$ cat config.mk
export PLATFORM = sky130hd
export DESIGN_NAME = fsm_seq_driver_flat
export DESIGN_NICKNAME = d
export VERILOG_FILES = /design/src/rtl/fsm_seq_driver_pkg.sv /design/src/rtl/fsm_seq_driver_if.sv /design/src/rtl/fsm_seq_driver_route.sv /design/src/rtl/fsm_seq_driver.sv /design/src/flat_wrapper.sv
export SDC_FILE = /design/constraint.sdc
export NUM_CORES = 1
export LEC_CHECK = 0
export CAP_MARGIN = 20
export CORE_MARGIN = 3
export CORE_UTILIZATION = 38
export DETAILED_ROUTE_END_ITERATION = 8
export PLACE_DENSITY = 0.72
export SKIP_CTS_REPAIR_TIMING = 1
export SYNTH_ARGS = -nofsm -noshare
export SYNTH_HDL_FRONTEND = slang
export SYNTH_SLANG_ARGS = --single-unit
export TNS_END_PERCENT = 5
$ cat constraint.sdc
create_clock -name clock -period 2.77 [get_ports clock]
set_clock_uncertainty 0.15 [all_clocks]
set_input_delay 0.6925 -clock clock [delete_from_list [all_inputs] [get_ports clock]]
set_output_delay 0.6925 -clock clock [all_outputs]
set_load 0.02 [all_outputs]
$ cat src/rtl/fsm_seq_driver_pkg.sv
// Shared codes for the control-FSM stimulus driver and its route table.
// The FSM_SEQ_RESET_EN macro adds the RST driver state.
package fsm_seq_pkg;

    typedef enum logic [2:0] {
        INITIAL = 3'd0,
        S1      = 3'd1,
        S2      = 3'd2,
        S3      = 3'd3,
        S4      = 3'd4
    } ctl_state_e;

`ifdef FSM_SEQ_RESET_EN
    typedef enum logic [1:0] {
        DRV_IDLE = 2'd0,
        DRV_RUN  = 2'd1,
        DRV_RESP = 2'd2,
        DRV_RST  = 2'd3
    } drv_state_e;
`else
    typedef enum logic [1:0] {
        DRV_IDLE = 2'd0,
        DRV_RUN  = 2'd1,
        DRV_RESP = 2'd2
    } drv_state_e;
`endif

    localparam logic [2:0] MAX_TARGET = 3'd4;

endpackage

$ cat src/rtl/fsm_seq_driver_if.sv
// Command/response handshake bundle between a requester and fsm_seq_driver.
interface fsm_seq_driver_if #(
    parameter int CNT_W = 4
) ();

    logic             cmd_valid;
    logic             cmd_ready;
    logic [2:0]       cmd_target;
    logic             rsp_valid;
    logic             rsp_ready;
    logic             rsp_ok;
    logic [CNT_W-1:0] rsp_steps;

    modport master (
        output cmd_valid, cmd_target, rsp_ready,
        input  cmd_ready, rsp_valid, rsp_ok, rsp_steps
    );

    modport slave (
        input  cmd_valid, cmd_target, rsp_ready,
        output cmd_ready, rsp_valid, rsp_ok, rsp_steps
    );

endinterface

$ cat src/rtl/fsm_seq_driver_route.sv
// Combinational route table: picks the (a, b) that moves the control FSM
// one hop closer to the target from its current status.
module fsm_seq_route
    import fsm_seq_pkg::*;
(
    input  logic [2:0] status,
    input  logic [2:0] target,
    output logic       route_a,
    output logic       route_b
);

    always_comb begin
        route_a = 1'b0;
        route_b = 1'b0;
        case (status)
            INITIAL: begin
                route_a = 1'b0;
                route_b = 1'b0;
            end
            S1: begin
                route_a = 1'b1;
                route_b = 1'b1;
            end
            S2: begin
                route_a = 1'b1;
                route_b = 1'b0;
            end
            // From S3 the only exits are S4 (a&!b) or back round via INITIAL (!a&b).
            S3: begin
                if (target == S4) begin
                    route_a = 1'b1;
                    route_b = 1'b0;
                end else begin
                    route_a = 1'b0;
                    route_b = 1'b1;
                end
            end
            default: begin
                route_a = 1'b0;
                route_b = 1'b0;
            end
        endcase
    end

endmodule

$ cat src/rtl/fsm_seq_driver.sv
// Drives the control FSM's a/b inputs until its status matches a commanded target.
// Define FSM_SEQ_RESET_EN to add the fsm_reset port and recovery from sticky state 4.
module fsm_seq_driver
    import fsm_seq_pkg::*;
#(
    parameter int MAX_STEPS = 8,
    parameter int CNT_W     = 4
) (
    input  logic                  clock,
    input  logic                  reset,
    fsm_seq_driver_if.slave       bus,
    input  logic [2:0]            status,
    output logic                  drive_a,
    output logic                  drive_b
`ifdef FSM_SEQ_RESET_EN
    ,
    output logic                  fsm_reset
`endif
);

    localparam logic [CNT_W-1:0] STEP_LIMIT = CNT_W'(MAX_STEPS);

    drv_state_e       state_q, state_d;
    logic [2:0]       target_q, target_d;
    logic [CNT_W-1:0] steps_q, steps_d;
    logic             rsp_ok_q, rsp_ok_d;
    logic [CNT_W-1:0] rsp_steps_q, rsp_steps_d;

    logic route_a;
    logic route_b;

    fsm_seq_route u_route (
        .status  (status),
        .target  (target_q),
        .route_a (route_a),
        .route_b (route_b)
    );

    // Drives are Mealy on status so each step reacts in the same cycle.
    always_comb begin
        state_d     = state_q;
        target_d    = target_q;
        steps_d     = steps_q;
        rsp_ok_d    = rsp_ok_q;
        rsp_steps_d = rsp_steps_q;
        drive_a     = 1'b0;
        drive_b     = 1'b0;
        case (state_q)
            DRV_IDLE: begin
                if (bus.cmd_valid) begin
                    target_d = bus.cmd_target;
                    steps_d  = '0;
                    if (bus.cmd_target > MAX_TARGET) begin
                        state_d     = DRV_RESP;
                        rsp_ok_d    = 1'b0;
                        rsp_steps_d = '0;
                    end else begin
                        state_d = DRV_RUN;
                    end
                end
            end
            DRV_RUN: begin
                if (status == target_q) begin
                    state_d     = DRV_RESP;
                    rsp_ok_d    = 1'b1;
                    rsp_steps_d = steps_q;
                end else if (status == S4) begin
`ifdef FSM_SEQ_RESET_EN
                    state_d     = DRV_RST;
`else
                    state_d     = DRV_RESP;
                    rsp_ok_d    = 1'b0;
                    rsp_steps_d = steps_q;
`endif
                end else if (steps_q == STEP_LIMIT) begin
                    state_d     = DRV_RESP;
                    rsp_ok_d    = 1'b0;
                    rsp_steps_d = steps_q;
                end else begin
                    drive_a = route_a;
                    drive_b = route_b;
                    steps_d = steps_q + CNT_W'(1);
                end
            end
`ifdef FSM_SEQ_RESET_EN
            DRV_RST: begin
                state_d = DRV_RUN;
                if (steps_q != STEP_LIMIT) begin
                    steps_d = steps_q + CNT_W'(1);
                end
            end
`endif
            DRV_RESP: begin
                if (bus.rsp_ready) begin
                    state_d = DRV_IDLE;
                end
            end
            default: begin
                state_d = DRV_IDLE;
            end
        endcase
    end

    always_ff @(posedge clock or posedge reset) begin
        if (reset) begin
            state_q     <= DRV_IDLE;
            target_q    <= '0;
            steps_q     <= '0;
            rsp_ok_q    <= 1'b0;
            rsp_steps_q <= '0;
        end else begin
            state_q     <= state_d;
            target_q    <= target_d;
            steps_q     <= steps_d;
            rsp_ok_q    <= rsp_ok_d;
            rsp_steps_q <= rsp_steps_d;
        end
    end

    assign bus.cmd_ready = (state_q == DRV_IDLE);
    assign bus.rsp_valid = (state_q == DRV_RESP);
    assign bus.rsp_ok    = rsp_ok_q;
    assign bus.rsp_steps = rsp_steps_q;

`ifdef FSM_SEQ_RESET_EN
    assign fsm_reset = (state_q == DRV_RST);
`endif

endmodule

$ cat src/flat_wrapper.sv
// flat-port wrapper written by rule: the top's interface ports become plain ports
module fsm_seq_driver_flat import fsm_seq_pkg::*;
#(
    parameter int MAX_STEPS = 8,
    parameter int CNT_W     = 4
)
  (clock, reset, status, drive_a, drive_b, bus_cmd_valid, bus_cmd_target, bus_rsp_ready, bus_cmd_ready, bus_rsp_valid, bus_rsp_ok, bus_rsp_steps);
  fsm_seq_driver_if #(.CNT_W(CNT_W)) bus_i ();
  input  logic clock;
  input  logic reset;
  input  logic [2:0] status;
  output logic drive_a;
  output logic drive_b;
  input wire logic [$bits(bus_i.cmd_valid)-1:0] bus_cmd_valid;
  input wire logic [$bits(bus_i.cmd_target)-1:0] bus_cmd_target;
  input wire logic [$bits(bus_i.rsp_ready)-1:0] bus_rsp_ready;
  output wire logic [$bits(bus_i.cmd_ready)-1:0] bus_cmd_ready;
  output wire logic [$bits(bus_i.rsp_valid)-1:0] bus_rsp_valid;
  output wire logic [$bits(bus_i.rsp_ok)-1:0] bus_rsp_ok;
  output wire logic [$bits(bus_i.rsp_steps)-1:0] bus_rsp_steps;
  assign bus_i.cmd_valid = bus_cmd_valid;
  assign bus_i.cmd_target = bus_cmd_target;
  assign bus_i.rsp_ready = bus_rsp_ready;
  assign bus_cmd_ready = bus_i.cmd_ready;
  assign bus_rsp_valid = bus_i.rsp_valid;
  assign bus_rsp_ok = bus_i.rsp_ok;
  assign bus_rsp_steps = bus_i.rsp_steps;
  fsm_seq_driver #(.MAX_STEPS(MAX_STEPS), .CNT_W(CNT_W)) u_core (.clock(clock), .reset(reset), .bus(bus_i), .status(status), .drive_a(drive_a), .drive_b(drive_b));
endmodule
==> impl_metrics.env, run 1 <==
export IMPL_dominantRegCellSynth="dfrtp_1"
export IMPL_synth_cell_types=31
export IMPL_ir_drop_v=0.000534
export IMPL_drt_total_wl_mm=1.88
export IMPL_clkSinkCount=14
export IMPL_design_die_area_mm2=0.00276
export IMPL_drc=0
export IMPL_finalSetupViolCount=0
export IMPL_ctsHtreeMaxLevel=1
export IMPL_dpl_cell_count=146
export IMPL_max_freq_mhz=368
export IMPL_outcome="finished clean"
export IMPL_diodes=0
export IMPL_grt_pass1_vias=702
export IMPL_initial_utilization_pct=41.1
export IMPL_relSlewSlack_pct=63.1
export IMPL_port_buffers=18
export IMPL_required_ns=1.93
export IMPL_place_ws_ns=-0.797
export IMPL_tightest_slew_ns=0.553
export IMPL_dp_hpwl_mm=1.41
export IMPL_synth_xor_area_share_pct=3.20
export IMPL_ys_async_sr_fraction_pct=100
export IMPL_finalHoldViolCount=0
export IMPL_vias=744
export IMPL_postSynthAreaPerCell_um2=9.67
export IMPL_cp_max_fo=2
export IMPL_hp_class="reg -> reg"
export IMPL_layout_common_cells="19 x buf_4, 14 x dfrtp_1, 13 x clkdlybuf4s50_1, 11 x nand2_1, 7 x inv_1"
export IMPL_cts_made_buffers=3
export IMPL_worstSetupStartpointType="input port"
export IMPL_fin_crit_ns=2.72
export IMPL_seq_area_frac_synth_pct=42.6
export IMPL_area_growth_pct=47.9
export IMPL_io_pins=19
export IMPL_grt_usage_pct=16.1
export IMPL_synth_area_um2=822
export IMPL_ys_warnings_count=0
export IMPL_cpPeakStageDelay_ns=0.39
export IMPL_grt_max_degree=15
export IMPL_cts_reportedPaths_clkPinSlew_ns=0.09
export IMPL_worst_setup_path_end_kind="primary output"
export IMPL_path_cells="dlymetal6s2s_1 > xor2_1 > nor3_2 > or3_4 > a311oi_2 > buf_2"
export IMPL_layout_commonest_cell="buf_4"
export IMPL_post_route_util_pct=60.8
export IMPL_synth_cells=85
export IMPL_die_y_um=52.5
export IMPL_synth_fp_nets=97
export IMPL_cts_root_buffer="clkbuf_4"
export IMPL_synth_edf_count=0
export IMPL_clockBufferDepth=2
export IMPL_total_leakage_power_nw=0.562
export IMPL_grt_overflow_total=0
export IMPL_synth_fa_ha_area_share_pct=3.04
export IMPL_cts_tree="done"
export IMPL_crit_type="in -> out"
export IMPL_cp_arrival_ns=1.88
export IMPL_antenna_found_initial=0
export IMPL_wl_per_cell_um=12.4
export IMPL_rows=16
export IMPL_drt_iter0_markers=12
export IMPL_clk_latency_ns=0.28
export IMPL_grt_pass1_wl_mm=3.22
export IMPL_whs_ns=0.350
export IMPL_cp_slowest_cell="or3_4"
export IMPL_synth_compound_area_share_pct=15.2
export IMPL_die_w_um=52.5
export IMPL_final_cells=151
export IMPL_p_per_area_mw_per_mm2=846
export IMPL_slew_viol_final=0
export IMPL_fin_ws_ns=0.0497
export IMPL_synth_mux_area_share_pct=10.2
export IMPL_first_pass_iters=4
export IMPL_period_share_pct=98.2
export IMPL_final_layout_size_suffix_gt1_share_pct=31.5
export IMPL_synth_simple_gate_area_share_pct=21.0
export IMPL_postRouteAntennaNets=0
export IMPL_maxCapViolations=0
export IMPL_synth_seq_cells=14
export IMPL_synth_top_family_by_area="simple AND/OR/NAND/NOR gates"
export IMPL_core_area_mm2=0.00200
export IMPL_viasPerCell=4.93
export IMPL_place_gp_congestion=0.709
export IMPL_finish_net_count=137
==> registers in the layout, summed over array words and instances (netlist names) <==
register / flops
u_core.target_q: 3
u_core.state_q: 2
u_core.bus.rsp_steps: 4
u_core.bus.rsp_ok: 1
u_core.steps_q: 4
==> metrics by stage <==
step	power [mW]	instance area [µm²]	TNS (ns)
floorplan	0.602	822	0
CTS	1.01	1190	-1.97
finish	1.03	1220	0
global route	1.11	1220	-0.00391
detailed placement	0.851	1160	-4.87
global placement	0.837	1160	-4.37
==> layer usage <==
metal / GRT usage, % / vias to the layer above / wire length [µm]
met3: 3.13 / 4 / 79
met5: 0 / - / 0
met1: 21.0 / 347 / 853
met2: 24.2 / 19 / 889
li1: - / 374 / -
met4: 10.2 / 0 / 55
==> synth_stat cells, drive strengths merged (3+ instances only) <==
library cell | count | area (µm²)
inv | 7 | 26.3
nand2 | 11 | 41.3
nor2 | 4 | 15.0
xor2 | 3 | 26.3
nor2b | 4 | 25.0
nand2b | 3 | 18.8
o21ai | 3 | 18.8
mux2i | 5 | 50.1
a21oi | 3 | 15.0
dfrtp | 14 | 350
mux2 | 3 | 33.8
==> critical path, delay by kind of cell <==
kind | cells | cell delay, ns
simple gates | 2 | 0.47
compound gates | 1 | 0.18
buf+inv | 2 | 0.34
xor+xnor | 1 | 0.20
==> logic make-up (layout without fill, tap and decap cells) <==
group | Yosys count | in the layout
multiplexers | 8 | 8
adder cells (fa/ha/maj) | 2 | 2
buffers and inverters | 9 | 48
AND/OR/NAND/NOR | 33 | 33
XOR/XNOR | 3 | 3
AO/OA/AOI/OAI | 16 | 16
flip-flops | 14 | 14
==> power breakdown <==
group	switching, mW	internal, mW	total [mW]	leakage (nW)
logic	0.285	0.296	0.581	0.356
clock network	0.0711	0.0800	0.151	0.0210
registers	0.0369	0.260	0.297	0.184
total	0.393	0.637	1.03	0.562
==> cell type report <==
cell class              count  area, µm²
fillers                   160        786
multi-input cells          62        464
flip-flops and latches     14        350
repair buffers             37        305
clock buffers               4       36.3
well taps                  27       33.8
inverters                   7       26.3
==> worst paths after layout <==
path	end	slack (ns)	depth (start not counted)	start
min in group asynchronous	u_core.bus.rsp_ok	0.59	2	reset
max reg2reg	u_core.steps_q[0]	0.39	6	u_core.target_q[0]
min	u_core.bus.rsp_steps[2]	0.35	1	u_core.bus.rsp_steps[2]
min reg2reg	u_core.bus.rsp_steps[2]	0.35	1	u_core.bus.rsp_steps[2]
max in group asynchronous	u_core.target_q[2]	1.51	2	reset
max	drive_b	0.05	6	status[2]
Power figures use the tool's default switching activity.
==> inputs of run 2 (changes only) <==
--- a/config.mk
+++ b/config.mk
@@ -5,7 +5,7 @@
 export SDC_FILE = /design/constraint.sdc
 export NUM_CORES = 1
 export LEC_CHECK = 0
-export CAP_MARGIN = 20
+export CAP_MARGIN = 5
 export CORE_MARGIN = 3
 export CORE_UTILIZATION = 38
 export DETAILED_ROUTE_END_ITERATION = 8
==> results of run 2 <==
The final DEF is identical to that of run 1; final timing and power are the same.
==> inputs of run 3 (changes only) <==
--- a/config.mk
+++ b/config.mk
@@ -9,7 +9,8 @@
 export CORE_MARGIN = 3
 export CORE_UTILIZATION = 38
 export DETAILED_ROUTE_END_ITERATION = 8
-export PLACE_DENSITY = 0.72
+export HOLD_SLACK_MARGIN = 0.02
+export PLACE_DENSITY_LB_ADDON = 0.05
 export SKIP_CTS_REPAIR_TIMING = 1
 export SYNTH_ARGS = -nofsm -noshare
 export SYNTH_HDL_FRONTEND = slang
==> constraint.sdc (replaced) <==
create_clock -name clock -period 3.5 [get_ports clock]
set_clock_uncertainty 0.15 [all_clocks]
set_input_delay 0.875 -clock clock [delete_from_list [all_inputs] [get_ports clock]]
set_output_delay 0.875 -clock clock [all_outputs]
set_load 0.02 [all_outputs]
==> run 3 against run 2 <==
Global-route usage down 0.96 points; non-clock buffer count down 12; hold slack better by 0.0042 ns; final area down 9.2%; largest power group unchanged.
==> impl_metrics.env, run 3 (synthesis gave the netlist of run 1 again) <==
export IMPL_hp_class="reg -> reg"
export IMPL_rows=16
export IMPL_tns_ns=0
export IMPL_finish_net_count=125
export IMPL_ir_drop_v=0.000372
export IMPL_antenna_found_initial=0
export IMPL_first_pass_iters=4
export IMPL_p_per_area_mw_per_mm2=631
export IMPL_post_route_util_pct=55.2
export IMPL_path_cells="clkdlybuf4s50_1 > xor2_1 > nor3_1 > or3_1 > a311oi_2 > buf_4"
export IMPL_r2r_start="u_core.target_q[0]"
export IMPL_crit_family="buffers and inverters"
export IMPL_grt_overflow_total=0
export IMPL_cp_arrival_ns=2.39
export IMPL_maxCapViolations=0
export IMPL_clk_latency_ns=0.28
export IMPL_max_freq_mhz=293
export IMPL_die_w_um=52.5
export IMPL_grt_pass1_vias=682
export IMPL_postRouteAntennaNets=0
export IMPL_dpl_cell_count=135
export IMPL_vias=700
export IMPL_die_y_um=52.5
export IMPL_drc=0
export IMPL_finalHoldViolCount=0
export IMPL_place_ws_ns=-0.440
export IMPL_final_layout_size_suffix_gt1_share_pct=18.9
export IMPL_hold_depth=1
export IMPL_viasPerCell=5.07
export IMPL_area_growth_pct=34.4
export IMPL_outcome="finished clean"
export IMPL_fin_ws_ns=0.0899
export IMPL_crit_start="status[0]"
export IMPL_placed_area_mm2=0.00108
export IMPL_slew_viol_final=0
export IMPL_whs_ns=0.354
export IMPL_cpPeakStageDelay_ns=0.50
export IMPL_cts_reportedPaths_clkPinSlew_ns=0.08
export IMPL_drt_total_wl_mm=1.71
export IMPL_final_cells=138
export IMPL_min_delay_start="u_core.bus.rsp_ok"
export IMPL_layout_commonest_cell="clkdlybuf4s50_1"
export IMPL_io_pins=19
export IMPL_core_area_mm2=0.00200
export IMPL_clockBufferDepth=2
export IMPL_cp_slowest_cell="clkdlybuf4s50_1"
export IMPL_cts_made_buffers=3
export IMPL_relSlewSlack_pct=65.4
export IMPL_port_buffers=18
export IMPL_crit_type="in -> out"
export IMPL_grt_usage_pct=15.2
export IMPL_total_leakage_power_nw=0.482
export IMPL_grt_max_degree=15
export IMPL_required_ns=2.47
export IMPL_layout_common_cells="16 x clkdlybuf4s50_1, 14 x dfrtp_1, 11 x nand2_1, 8 x buf_4, 7 x inv_1"
export IMPL_reg2reg_slack_ns=1.25
export IMPL_clkSinkCount=14
export IMPL_fin_crit_ns=3.41
export IMPL_cts_root_buffer="clkbuf_4"
export IMPL_ctsHtreeMaxLevel=1
export IMPL_initial_utilization_pct=41.1
export IMPL_nFillCells=199
export IMPL_cp_max_fo=2
export IMPL_final_cell_area_mm2=0.00110
export IMPL_worstSetupStartpointType="input port"
export IMPL_worst_setup_path_end_kind="primary output"
export IMPL_worstSetupPathDepth=6
export IMPL_wl_per_cell_um=12.4
export IMPL_finalSetupViolCount=0
export IMPL_cp_buffers_inverters=2
export IMPL_diodes=0
export IMPL_grt_pass1_wl_mm=2.99
export IMPL_dp_hpwl_mm=1.30
export IMPL_drt_iter0_markers=16
export IMPL_place_gp_congestion=0.771
export IMPL_tightest_slew_ns=0.519
export IMPL_cts_tree="done"
export IMPL_power_mw=0.697
export IMPL_period_share_pct=97.4
export IMPL_design_die_area_mm2=0.00276
export IMPL_r2r_cells=5
[run 3: worst paths after layout]
path	endpoint
worst min-delay path	u_core.bus.rsp_ok
worst max-delay path	drive_b
worst min register to register	u_core.bus.rsp_ok
min in group asynchronous	u_core.bus.rsp_ok
max in group asynchronous	u_core.target_q[0]
worst max register to register	u_core.steps_q[1]
[run 3: layout make-up]
cell class | count | area, µm² | share of cell area (%)
Multi-Input combinational cell | 62 | 447 | 40.4
Timing Repair Buffer | 25 | 225 | 20.4
Inverter | 7 | 26.3 | 2.38
Tap cell | 27 | 33.8 | 3.06
Clock buffer | 3 | 22.5 | 2.04
Sequential cell | 14 | 350 | 31.7
[run 3: metal layers]
metal | track usage (%) | up-vias | share of wire [%]
met4 | 6.38 | 0 | 2.1
met1 | 19.0 | 328 | 46
met3 | 5.41 | 4 | 5.3
met2 | 23.3 | 19 | 47
li1 | - | 349 | -
met5 | 0 | - | 0
[run 3: power breakdown]
part           leakage (nW)  switching [mW]  internal, mW
Sequential            0.184          0.0640         0.206
Clock                0.0138          0.0500        0.0400
Combinational         0.283           0.165         0.173
